## config.mk

```make
export PLATFORM = sky130hd
export DESIGN_NAME = alt_vip_common_avalon_mm_csr_shadow
export DESIGN_NICKNAME = d
export VERILOG_FILES = /design/src/rtl/alt_vip_common_avalon_mm_csr_shadow.sv
export SDC_FILE = /design/constraint.sdc
export NUM_CORES = 1
export LEC_CHECK = 0
export BUFFER_PORTS_ARGS = -buffer_cell sky130_fd_sc_hd__buf_4
export CAP_MARGIN = 20
export CORE_AREA = 2 2 238 240
export CTS_BUF_LIST = sky130_fd_sc_hd__clkbuf_16
export DETAILED_ROUTE_END_ITERATION = 7
export DIE_AREA = 0 0 240 242
export MAX_ROUTING_LAYER = met4
export PLACE_DENSITY = 0.48
export REMOVE_ABC_BUFFERS = 1
export SETUP_SLACK_MARGIN = 0.1
export SKIP_CTS_REPAIR_TIMING = 1
export SLEW_MARGIN = 15
export SYNTH_ARGS = -nofsm -noshare
export SYNTH_HDL_FRONTEND = slang
export SYNTH_SLANG_ARGS = --single-unit
```

## constraint.sdc

```tcl
create_clock -name clk -period 23.7 [get_ports clk]
set_clock_uncertainty 0.1 [all_clocks]
set_input_delay 2.37 -clock clk [delete_from_list [all_inputs] [get_ports clk]]
set_output_delay 2.37 -clock clk [all_outputs]
set_load 0.01 [all_outputs]
```

## src/rtl/alt_vip_common_avalon_mm_csr_shadow.sv

```systemverilog
// alt_vip_common_avalon_mm_csr_shadow
//
// Avalon-MM control/status slave for VIP cores. Register map (word addresses):
//   0      control : bit0 = go (enable), bits NO_INTERRUPTS:1 = interrupt enables
//   1      status  : bit0 = &stopped, bit1 = commit pending (read-only)
//   2      irq     : bits NO_INTERRUPTS:1 latched sources, write-1-to-clear
//   3      commit  : any write requests a commit at the next opportunity
//   4+i    user register i
//
// Optional feature, macro ALT_VIP_CSR_SHADOW_EN:
//   defined   - user registers are double-buffered. The master writes staging
//               copies and the core sees active copies that update together
//               when a commit is pending and either frame_boundary pulses or
//               all outputs are stopped. Only registers written since the last
//               commit pulse their trigger.
//   undefined - no staging storage; master writes go straight to the active
//               registers and pulse the trigger on the following cycle. The
//               commit register is ignored and frame_boundary is unused.
//
// Ports:
//   clk, rst          clock, asynchronous active-high reset
//   av_*              Avalon-MM slave with byte enables and READ_LATENCY (1 or 2)
//                     cycle pipelined reads flagged by av_readdatavalid
//   av_irq            OR of the latched, enabled interrupt bits
//   enable            go bit; clear_enable clears it (a master write wins)
//   frame_boundary    start-of-frame pulse, commit opportunity
//   triggers          one-cycle pulse per active-register update
//   registers         active user registers, reg i at [i*W +: W]
//   registers_in/_write  internal write path (ALLOW_INTERNAL_WRITE = 1)
//   interrupts        interrupt source pulses
//   stopped           per-output stopped flags

module alt_vip_common_avalon_mm_csr_shadow #(
  parameter int unsigned AV_ADDRESS_WIDTH     = 5,
  parameter int unsigned AV_DATA_WIDTH        = 32,
  parameter int unsigned NO_OUTPUTS           = 1,
  parameter int unsigned NO_INTERRUPTS        = 2,
  parameter int unsigned NO_REGISTERS         = 8,
  parameter int unsigned ALLOW_INTERNAL_WRITE = 0,
  parameter int unsigned READ_LATENCY         = 1
) (
  input  logic                                    clk,
  input  logic                                    rst,
  input  logic [AV_ADDRESS_WIDTH-1:0]             av_address,
  input  logic                                    av_read,
  output logic [AV_DATA_WIDTH-1:0]                av_readdata,
  output logic                                    av_readdatavalid,
  input  logic                                    av_write,
  input  logic [AV_DATA_WIDTH-1:0]                av_writedata,
  input  logic [AV_DATA_WIDTH/8-1:0]              av_byteenable,
  output logic                                    av_irq,
  output logic                                    enable,
  input  logic                                    clear_enable,
  input  logic                                    frame_boundary,
  output logic [NO_REGISTERS-1:0]                 triggers,
  output logic [AV_DATA_WIDTH*NO_REGISTERS-1:0]   registers,
  input  logic [AV_DATA_WIDTH*NO_REGISTERS-1:0]   registers_in,
  input  logic [NO_REGISTERS-1:0]                 registers_write,
  input  logic [NO_INTERRUPTS-1:0]                interrupts,
  input  logic [NO_OUTPUTS-1:0]                   stopped
);

  localparam int unsigned DW = AV_DATA_WIDTH;
  localparam int unsigned AW = AV_ADDRESS_WIDTH;
  localparam int unsigned NR = NO_REGISTERS;
  localparam int unsigned NI = NO_INTERRUPTS;

  // ---------------------------------------------------------------------------
  // Byte-enable expansion and address decode
  // ---------------------------------------------------------------------------
  logic [DW-1:0] be_mask;
  logic [DW-1:0] reg_in [NR];
  logic [NR-1:0] wr_user;
  logic          wr_ctrl;
  logic          wr_irq;
  logic          all_stopped;

  for (genvar b = 0; b < DW / 8; b++) begin : g_be
    assign be_mask[b*8 +: 8] = {8{av_byteenable[b]}};
  end

  for (genvar i = 0; i < NR; i++) begin : g_user_dec
    assign wr_user[i] = av_write && (av_address == AW'(i + 4));
    assign reg_in[i]  = registers_in[i*DW +: DW];
  end

  assign wr_ctrl     = av_write && (av_address == AW'(0));
  assign wr_irq      = av_write && (av_address == AW'(2));
  assign all_stopped = &stopped;

  // ---------------------------------------------------------------------------
  // Control and interrupt registers
  // ---------------------------------------------------------------------------
  logic          enable_q, enable_d;
  logic [NI-1:0] irq_en_q, irq_en_d;
  logic [NI-1:0] irq_q, irq_d;
  logic [DW-1:0] ctrl_rd;
  logic [DW-1:0] ctrl_new;

  assign ctrl_rd  = DW'({irq_en_q, enable_q});
  assign ctrl_new = (ctrl_rd & ~be_mask) | (av_writedata & be_mask);

  always_comb begin
    enable_d = enable_q;
    if (clear_enable) begin
      enable_d = 1'b0;
    end
    // A master write to the go bit overrides the internal clear.
    if (wr_ctrl && av_byteenable[0]) begin
      enable_d = av_writedata[0];
    end

    irq_en_d = wr_ctrl ? ctrl_new[NI:1] : irq_en_q;

    irq_d = irq_q | (interrupts & irq_en_q);
    if (wr_irq) begin
      // Clear is applied after set so it wins a same-cycle collision.
      irq_d = irq_d & ~(av_writedata[NI:1] & be_mask[NI:1]);
    end
    // Disabled sources never hold a latched bit.
    irq_d = irq_d & irq_en_d;
  end

  always_ff @(posedge clk or posedge rst) begin
    if (rst) begin
      enable_q <= 1'b0;
      irq_en_q <= '0;
      irq_q    <= '0;
    end else begin
      enable_q <= enable_d;
      irq_en_q <= irq_en_d;
      irq_q    <= irq_d;
    end
  end

  assign enable = enable_q;
  assign av_irq = |irq_q;

  // ---------------------------------------------------------------------------
  // User registers
  // ---------------------------------------------------------------------------
  logic [DW-1:0] active_q [NR];
  logic [DW-1:0] active_d [NR];
  logic [DW-1:0] user_rd  [NR];
  logic [NR-1:0] triggers_q, triggers_d;
  logic          commit_pending;

`ifdef ALT_VIP_CSR_SHADOW_EN
  logic [DW-1:0] staging_q [NR];
  logic [DW-1:0] staging_d [NR];
  logic [NR-1:0] dirty_q, dirty_d;
  logic          pending_q, pending_d;
  logic          wr_commit;
  logic          commit_fire;

  assign wr_commit      = av_write && (av_address == AW'(3));
  assign commit_pending = pending_q;
  assign commit_fire    = pending_q && (frame_boundary || all_stopped);

  always_comb begin
    // A commit write landing on a firing commit re-arms for the next opportunity.
    pending_d  = (pending_q && !commit_fire) || wr_commit;
    triggers_d = commit_fire ? dirty_q : '0;
    for (int i = 0; i < int'(NR); i++) begin
      staging_d[i] = staging_q[i];
      active_d[i]  = active_q[i];
      dirty_d[i]   = dirty_q[i] && !commit_fire;
      if ((ALLOW_INTERNAL_WRITE != 0) && registers_write[i]) begin
        staging_d[i] = reg_in[i];
        active_d[i]  = reg_in[i];
      end
      if (wr_user[i]) begin
        staging_d[i] = (staging_q[i] & ~be_mask) | (av_writedata & be_mask);
        dirty_d[i]   = 1'b1;
      end
      if (commit_fire) begin
        active_d[i] = staging_q[i];
      end
      user_rd[i] = staging_q[i];
    end
  end

  always_ff @(posedge clk or posedge rst) begin
    if (rst) begin
      pending_q <= 1'b0;
      dirty_q   <= '0;
      for (int i = 0; i < int'(NR); i++) begin
        staging_q[i] <= '0;
      end
    end else begin
      pending_q <= pending_d;
      dirty_q   <= dirty_d;
      staging_q <= staging_d;
    end
  end
`else
  logic unused_frame_boundary;

  assign unused_frame_boundary = frame_boundary;
  assign commit_pending        = 1'b0;

  always_comb begin
    triggers_d = wr_user;
    for (int i = 0; i < int'(NR); i++) begin
      active_d[i] = active_q[i];
      if ((ALLOW_INTERNAL_WRITE != 0) && registers_write[i]) begin
        active_d[i] = reg_in[i];
      end
      // Master write applied last so it wins over the internal path.
      if (wr_user[i]) begin
        active_d[i] = (active_q[i] & ~be_mask) | (av_writedata & be_mask);
      end
      user_rd[i] = active_q[i];
    end
  end
`endif

  always_ff @(posedge clk or posedge rst) begin
    if (rst) begin
      triggers_q <= '0;
      for (int i = 0; i < int'(NR); i++) begin
        active_q[i] <= '0;
      end
    end else begin
      triggers_q <= triggers_d;
      active_q   <= active_d;
    end
  end

  assign triggers = triggers_q;

  for (genvar i = 0; i < NR; i++) begin : g_reg_out
    assign registers[i*DW +: DW] = active_q[i];
  end

  // ---------------------------------------------------------------------------
  // Read path: mux on current register state (so a same-cycle write is not
  // visible), then a READ_LATENCY deep pipeline. Data stages only load when
  // their valid advances, so readdata holds between reads.
  // ---------------------------------------------------------------------------
  logic [DW-1:0]           rd_mux;
  logic [READ_LATENCY-1:0] rd_valid_q;
  logic [DW-1:0]           rd_data_q [READ_LATENCY];

  always_comb begin
    rd_mux = '0;
    unique case (av_address)
      AW'(0):  rd_mux = ctrl_rd;
      AW'(1):  rd_mux = DW'({commit_pending, all_stopped});
      AW'(2):  rd_mux = DW'({irq_q, 1'b0});
      default: rd_mux = '0;
    endcase
    for (int i = 0; i < int'(NR); i++) begin
      if (av_address == AW'(i + 4)) begin
        rd_mux = user_rd[i];
      end
    end
  end

  always_ff @(posedge clk or posedge rst) begin
    if (rst) begin
      rd_valid_q <= '0;
      for (int s = 0; s < int'(READ_LATENCY); s++) begin
        rd_data_q[s] <= '0;
      end
    end else begin
      rd_valid_q[0] <= av_read;
      if (av_read) begin
        rd_data_q[0] <= rd_mux;
      end
      for (int s = 1; s < int'(READ_LATENCY); s++) begin
        rd_valid_q[s] <= rd_valid_q[s-1];
        if (rd_valid_q[s-1]) begin
          rd_data_q[s] <= rd_data_q[s-1];
        end
      end
    end
  end

  assign av_readdata      = rd_data_q[READ_LATENCY-1];
  assign av_readdatavalid = rd_valid_q[READ_LATENCY-1];

endmodule

```

==> results of run 1 <==
==> per-stage QoR <==
step           instances  hold slack, ns  area, µm²  util (%)  worst slack (ns)
2_1_floorplan       1061           0.410      13400         -             12.88
3_3_place_gp        2178           0.373      17100      30.7             17.37
3_5_place_dp        2179           0.367      17100      30.8             17.38
4_1_cts             2248           0.392      18400      33.0             17.98
5_1_grt             2251           0.412      18400      33.0             17.91
6_report            2252           0.393      18400      33.0             17.99
==> cells by family after synthesis <==
| kind of cell | Yosys count |
|---|---|
| mux | 265 |
| flops | 302 |
| buf+inv | 99 |
| compound gates | 248 |
| simple gates | 216 |
==> path summary, 6_finish.rpt <==
| check | from | to |
|---|---|---|
| min | av_readdata[10] | av_readdata[10] |
| max | av_address[1] | flip-flop |
| max in group asynchronous | rst | av_readdata[26] |
| max reg2reg | enable | av_readdata[0] |
| min reg2reg | av_readdata[10] | av_readdata[10] |
| min in group asynchronous | rst | async pin |
==> final cells by class <==
| cell class | count | area [µm²] |
|---|---|---|
| Fill cell | 5704 | 37300 |
| Sequential cell | 302 | 7560 |
| Multi-Input combinational cell | 729 | 5800 |
| Timing Repair Buffer | 363 | 2750 |
| Clock buffer | 41 | 1030 |
| Tap cell | 756 | 946 |
| Clock inverter | 28 | 199 |
| Inverter | 30 | 120 |
| Antenna cell | 3 | 7.51 |
==> power by group through the flow <==
stage	Sequential, mW	Combinational, mW	Clock [mW]
floorplan	0.660	0.0888	0
global placement	0.643	0.276	0
detailed placement	0.646	0.278	0
CTS	0.637	0.279	0.595
finish	0.638	0.275	0.580
global route	0.646	0.295	0.619
==> synth_stat cells, drive strengths merged <==
cell | count | area (µm²)
o2bb2ai | 24 | 210
mux2i | 3 | 30.0
a22oi | 1 | 7.51
nor2b | 5 | 31.3
inv | 30 | 113
a221oi | 25 | 219
nand2b | 6 | 37.5
o22a | 6 | 52.6
o32ai | 5 | 43.8
buf | 18 | 103
a2111oi | 2 | 17.5
nor2 | 114 | 497
o21a | 1 | 7.51
nor4 | 1 | 6.26
nand3b | 1 | 7.51
or3b | 2 | 17.5
nand3 | 20 | 158
o41ai | 6 | 52.6
or3 | 21 | 131
a31oi | 1 | 6.26
nor3 | 6 | 45.0
dfrtp | 302 | 7560
o22ai | 55 | 344
o21ai | 36 | 180
o31ai | 1 | 7.51
o221ai | 8 | 70.1
a211oi | 1 | 7.51
o311ai | 1 | 8.76
or4 | 3 | 26.3
and4b | 2 | 20.0
nor3b | 3 | 27.5
clkbuf | 51 | 191
and2 | 2 | 12.5
nand2 | 24 | 90.1
a21o | 2 | 15.0
a21oi | 73 | 365
and3 | 2 | 12.5
or2 | 4 | 25.0
mux2 | 262 | 2960
==> tightest hold or removal path, stage by stage, from the launching register on <==
cell and delay, ns:
dfrtp_1 0.35, nand2_1 0.06, o41ai_1 0.05
==> placed cells by master, fill, tap and decap left out, types with 4 or more instances in the layout <==
cell type | Yosys | final
nand3_1 | 13 | 11
buf_4 | 3 | 361
or3_1 | 21 | 21
o221ai_1 | 8 | 8
or2_2 | 3 | 4
clkbuf_16 | 0 | 41
o32ai_1 | 5 | 5
nand3_2 | 4 | 6
o22a_1 | 6 | 6
nor2_2 | 8 | 7
o41ai_1 | 6 | 6
o22ai_1 | 55 | 55
nand2b_1 | 6 | 6
dfrtp_1 | 302 | 302
a221oi_1 | 25 | 25
clkinv_1 | 0 | 12
inv_1 | 30 | 33
a21oi_1 | 73 | 73
clkinv_2 | 0 | 6
o2bb2ai_1 | 24 | 24
nand2_1 | 24 | 23
nor2_1 | 103 | 102
o21ai_0 | 33 | 33
mux2_2 | 257 | 257
==> routing by layer <==
layer	vias up	routed length [µm]	GRT usage (%)
met5	-	0	-
met4	0	1360	6.30
met2	373	28100	32.1
met1	5787	26500	27.4
met3	88	3770	4.48
li1	4851	-	-
==> impl_metrics.toml, run 1 <==
[grt]
grt_pass1_wl_um = 84400
grt_start_max_net_pins = 100
grt-ovfl-total = 0
antenna_found_initial = 2
grt_usage_pct = 20.8
grt_pass1_vias = 11300

[clock_network]
clk_latency_ns = 0.55
cts_inserted_buffers = 38
cts_root_buffer = "clkbuf_16"
htree_num_levels = 2
clock-sinks = 302
clk_pin_slew_worst_paths_ns = 0.06
cts.path.max_buffers = 3
cts_tree = "yes"

[timing]
fin_crit_sh_pct = 24.1
setup_tns_ns = 0
setup_viol = 0
timing_max_transition_violations_final = 0
min_period_ns = 5.71
finalHoldViolCount = 0
relSlewSlack_pct = 27.4
fmax_mhz = 175
worst_slew_pin_slew_ns = 1.08
rsz0062_at_grt = "no"

[min_path]
hold_depth = 2
hold_class = "flip-flop to flip-flop"

[cells_and_area]
syn2layout_area_growth_pct = 34.2
layout.nets = 1778
drive_above_1_share_pct = 47.9

[pwr]
seqPwrFrac_pct = 42.7
power_mw = 1.49
p_leak_nw = 8.85
peakVddDrop_mv = 0.0409
p_per_area_nw_per_um2 = 81.1
clockPowerShare_pct = 38.9
netSwitchingPower_uw = 429
p_int_mw = 1.06
p_comb_share_pct = 18.4
swShare_pct = 28.8

[setup_path]
crit_cells = 6
r2r_cells = 5
critical_path_class = "primary input to flip-flop"
path_max_fanout = 33
crit_path_max_incr_delay_ns = 0.88
path_delay_family = "simple AND/OR/NAND/NOR gates"
crit_path_start_kind = "primary input"
rrSetupSlack_ns = 22.07
crit_chain = "buf_4 -> nor2b_4 -> nand3_2 -> buf_4 -> nor2_2 -> mux2_2"
required_ns = 24.04
arrival_ns = 6.05
slowest_stage = "nor2b_4"
cp-end-kind = "flip-flop"
crit_top_cell = "buf_4"
critPathBufInv = 2

[floorplan]
die_w_um = 240
fp.coreArea_um2 = 55700
die_h_um = 242
rows = 87
start_util_pct = 24.6
io_pins = 613
die_area_um2 = 58100

[synthesis]
synthMuxAreaShare_pct = 21.8
yosys_warnings = 0
synth.distinct_cells = 54
ys_ff_latch = 302
synth_fa_ha_area_share_pct = 0
synth_top_family_by_area = "multiplexers"
ys_seq_area_share_pct = 55.1
synth_compound_area_share_pct = 11.8
synthXorXnorAreaFrac_pct = 0
synth_simple_gate_area_share_pct = 8.35
avgSynthCellArea_um2 = 12.1
netlist_instances = 1130
syn_area_um2 = 13700

[drt]
postRouteAntennaNets = 0
first_pass_iters = 4
vias = 11100
wl_um = 59700
vias_per_cell = 4.93
drc = 0
wl_per_cell_um = 26.5
initialDrtViolationCount = 758

[placed_design]
dpl.hpwl_um = 38600
port_buffers = 347
place_congestion = 0.809

[flow_run]
maxCapViolCount = 0

[outcome]
status = "complete, no violations"
(Power assumes the default switching activity.)
==> inputs of run 2 (changes only) <==
==> constraint.sdc (replaced) <==
create_clock -name clk -period 5.8 [get_ports clk]
set_clock_uncertainty 0.1 [all_clocks]
set_input_delay 0.58 -clock clk [delete_from_list [all_inputs] [get_ports clk]]
set_output_delay 0.58 -clock clk [all_outputs]
set_load 0.01 [all_outputs]
==> run 2 against run 1 <==
Compared with the run above:
- design area down 0.62%
- worst setup slack worse by 16 ns
- sequential share of layout area up 0.26 points
- global-route usage down 0.062 points
- clock-buffer cell count unchanged
- first-iteration DRC count up 10%
- hold slack worse by 0.35 ns
- combinational power rose to 4.1 times the previous value
- critical path type unchanged
- largest cell class unchanged
==> impl_metrics.toml, run 2 (synthesis gave the netlist of run 1 again) <==
[floorplan]
die_area_um2 = 58100
die_h_um = 242
start_util_pct = 24.6
die_w_um = 240
rows = 87
io_pins = 613
fp.coreArea_um2 = 55700

[setup_path]
crit_path_start = "av_address[0]"
rrSetupSlack_ns = 4.17
r2r_cells = 5
critical_path_class = "primary input to flip-flop"
crit_path_max_incr_delay_ns = 0.68
crit_chain = "buf_4 -> nor2b_4 -> nand3_2 -> buf_4 -> nor2_2 -> mux2_2"
required_ns = 6.12
cp-end-kind = "flip-flop"
path_delay_family = "simple AND/OR/NAND/NOR gates"
r2r_start = "enable"
slowest_stage = "nor2_2"
r2r-end = "av_readdata[0]"
crit_path_start_kind = "primary input"
arrival_ns = 3.66
path_max_fanout = 50
critPathBufInv = 2
crit_top_cell = "buf_4"

[timing]
min_period_ns = 3.35
worst_slew_pin_slew_ns = 1.11
rsz0062_at_grt = "no"
fmax_mhz = 299
finalHoldViolCount = 0
setup_tns_ns = 0
worst_slack_ns = 2.45
fin_crit_sh_pct = 57.7
timing_max_transition_violations_final = 0
setup_viol = 0
relSlewSlack_pct = 25.6
whs_ns = 0.0477

[placed_design]
place_ws_ns = 1.90
place_congestion = 0.794
port_buffers = 347
dpl.hpwl_um = 38200
placed_area_um2 = 17200

[drt]
drc = 0
wl_per_cell_um = 26.4
first_pass_iters = 5
wl_um = 59400
vias_per_cell = 4.93
initialDrtViolationCount = 837
vias = 11100
postRouteAntennaNets = 0

[flow_run]
maxCapViolCount = 0

[clock_network]
cts_root_buffer = "clkbuf_16"
clk_latency_ns = 0.55
clk_pin_slew_worst_paths_ns = 0.05
cts.path.max_buffers = 3
cts_tree = "yes"
cts_inserted_buffers = 38
htree_num_levels = 2
clock-sinks = 302

[cells_and_area]
drive_above_1_share_pct = 47.6
layout.nets = 1777
syn2layout_area_growth_pct = 33.4
final_common_cell = "buf_4"
fin_area_um2 = 18300
layout_common_cells = "361 x buf_4, 302 x dfrtp_1, 257 x mux2_2"

[pwr]
p_leak_nw = 8.80
peakVddDrop_mv = 0.148
p_per_area_nw_per_um2 = 324

[grt]
grt-ovfl-total = 0
grt_pass1_wl_um = 84000
grt_usage_pct = 20.8
antenna_found_initial = 3
grt_pass1_vias = 11400
grt_start_max_net_pins = 149

[outcome]
status = "complete, no violations"

[min_path]
hold_class = "primary input to async pin"
## run 2: changes by cell type in the layout (fill, tap and decap cells not counted), sizes merged
cell      change
buf           -1
bufinv        -3
clkinv        -1
clkinvlp      -1
inv           +1
## run 2: stage by stage
stage                     std cells  utilization [%]  power [mW]
after floorplan                1061                -        3.06
after global placement         2179             30.8        3.76
after detailed placement       2179             30.8        3.77
after CTS                      2244             32.8        6.01
after global routing           2247             32.8        6.20
final                          2247             32.8        5.92
## run 2: area by class of cell
type	instances	area [µm²]
Sequential cell	302	7560
Multi-Input combinational cell	729	5800
Antenna cell	3	7.51
Inverter	30	120
Clock buffer	41	1030
Fill cell	5738	37400
Clock inverter	24	104
Timing Repair Buffer	362	2730
Tap cell	756	946
## run 2: per-layer routing
metal / share of wire [%] / up-vias / GRT usage (%)
met2: 46 / 441 / 31.6
met1: 44 / 5693 / 27.4
met5: 0 / - / -
met3: 6.9 / 104 / 4.79
met4: 2.8 / 0 / 6.45
li1: - / 4850 / -
## run 2: worst max-delay path by stage
stage	end	cells past startpoint
finish	flip-flop	6
global route	flip-flop	6
floorplan	async pin	1
detailed placement	flip-flop	6
CTS	flip-flop	6
global placement	flip-flop	6
## run 2: worst register-to-register path: stages (launching register included)
cell      delay [ns]
dfrtp_1         0.43
mux2i_1         0.09
or4_1           0.41
a211oi_1        0.25
o22ai_1         0.13
a31oi_1         0.15
## run 2: where the power goes
| group | switching, mW | internal (mW) | total [mW] |
|---|---|---|---|
| sequential | 0.233 | 2.37 | 2.60 |
| clock | 0.932 | 1.26 | 2.19 |
| combinational | 0.552 | 0.571 | 1.12 |
| total | 1.72 | 4.20 | 5.92 |
==> inputs of run 3 (changes only) <==
==> constraint.sdc (replaced) <==
create_clock -name clk -period 3.4 [get_ports clk]
set_clock_uncertainty 0.1 [all_clocks]
set_input_delay 0.34 -clock clk [delete_from_list [all_inputs] [get_ports clk]]
set_output_delay 0.34 -clock clk [all_outputs]
set_load 0.01 [all_outputs]
==> run 3 against run 2 <==
Compared with the run above:
- sequential power grew 71%
- sequential cell count is the same
- hold slack lost 0.050 ns
- die area is the same
- total power grew 74%
- critical path depth is the same
- sequential share of layout area shrank 1.4 points
- clock-buffer cell count is the same
- first-iteration DRC count shrank 20%
- critical path type unchanged
- the run now ends with hold timing left
==> impl_metrics.toml, run 3 (synthesis gave the netlist of run 1 again) <==
[timing]
fin_crit_sh_pct = 66.1
whs_ns = -0.00254
finalHoldViolCount = 1
relSlewSlack_pct = 46.5
timing_max_transition_violations_final = 0
worst_slack_ns = 1.15
rsz0062_at_grt = "no"
min_period_ns = 2.25
setup_viol = 0
fmax_mhz = 445
worst_slew_pin_slew_ns = 0.802

[floorplan]
die_area_um2 = 58100
start_util_pct = 24.6
die_h_um = 242
rows = 87
io_pins = 613
die_w_um = 240
fp.coreArea_um2 = 55700

[grt]
grt_start_max_net_pins = 94
grt_usage_pct = 21.0
use_met1_pct = 26.8
top_usage_layer = "met2"
grt_pass1_vias = 11500
antenna_found_initial = 2
grt_util_met2_pct = 33.0
use_met3_pct = 5.16
grt_pass1_wl_um = 85200
grt-ovfl-total = 0

[cells_and_area]
syn2layout_area_growth_pct = 38.1
drive_above_1_share_pct = 48.3
fillers = 5702
layout_common_cells = "396 x buf_4, 302 x dfrtp_1, 257 x mux2_2"
final_common_cell = "buf_4"
layout.nets = 1843

[outcome]
status = "finished with violations"
violations = "hold timing"

[placed_design]
place_ws_ns = 0.607
dpl.hpwl_um = 41800
port_buffers = 347
place_congestion = 0.803

[pwr]
p_per_area_nw_per_um2 = 545
power_mw = 10.3
peakVddDrop_mv = 0.286
p_leak_nw = 9.12

[clock_network]
cts_root_buffer = "clkbuf_16"
clock-sinks = 302
htree_num_levels = 2
clk_pin_slew_worst_paths_ns = 0.06
clk_latency_ns = 0.55
cts_inserted_buffers = 39
cts.path.max_buffers = 3
cts_tree = "yes"

[setup_path]
path_max_fanout = 18
crit_path_start_kind = "primary input"
arrival_ns = 2.57
critical_path_class = "primary input to flip-flop"
cp-end-kind = "flip-flop"
required_ns = 3.72

[drt]
wl_per_cell_um = 26.1
drc = 0
first_pass_iters = 5
initialDrtViolationCount = 672
postRouteAntennaNets = 0
vias = 11300
vias_per_cell = 4.91
wl_um = 60300

[min_path]
hold_class = "primary input to flip-flop"

[flow_run]
maxCapViolCount = 0
-- run 3: per-layer routing --
metal	wire [µm]	share of wire, %
met3	4490	7.4
met5	0	0
met2	28800	48
met1	25700	43
met4	1370	2.3
-- run 3: area by class of cell --
| cell class | instances | area (µm²) | share of cell area, % |
|---|---|---|---|
| multi-input combinational | 729 | 5800 | 30.6 |
| sequential | 302 | 7560 | 39.9 |
| tap | 756 | 946 | 5.00 |
| timing repair buffer | 427 | 3330 | 17.6 |
| clock buffer | 41 | 1030 | 5.42 |
| clock inverter | 21 | 149 | 0.786 |
| inverter | 30 | 120 | 0.634 |
| antenna | 2 | 5.00 | 0.0264 |
-- run 3: path summary, 6_finish.rpt --
check / cells after the start / slack [ns] / end / startpoint
setup / recovery: 6 / 1.15 / flip-flop / av_address[0]
hold / removal: 3 / -0.003 / enable / clear_enable
setup reg to reg: 5 / 1.85 / av_readdata[0] / enable
hold reg to reg: 2 / 0.39 / av_readdata[13] / av_readdata[13]
max in group asynchronous: 4 / 1.99 / async pin / rst
min in group asynchronous: 3 / 0.40 / async pin / rst
-- run 3: per-stage QoR --
stage / utilization, % / instance area (µm²) / TNS (ns) / std cells
2_1_floorplan: - / 13400 / -1626.55 / 1061
3_3_place_gp: 31.4 / 17500 / 0 / 2218
5_1_grt: 34.0 / 18900 / 0 / 2308
6_report: 34.0 / 18900 / 0 / 2308
3_5_place_dp: 31.4 / 17500 / 0 / 2218
4_1_cts: 33.5 / 18700 / 0 / 2280
-- run 3: critical path: stages --
cell and delay [ns]:
buf_4 0.25, buf_4 0.32, nor2b_4 0.20, nand3_2 0.29
nor2_2 0.74, mux2_2 0.41
-- run 3: report_power, final --
group / leakage (nW) / total [mW] / switching [mW] / internal, mW
clock: 0.587 / 3.91 / 1.60 / 2.31
combinational: 4.54 / 1.96 / 0.944 / 1.01
sequential: 3.99 / 4.45 / 0.413 / 4.04
total: 9.12 / 10.3 / 2.96 / 7.36
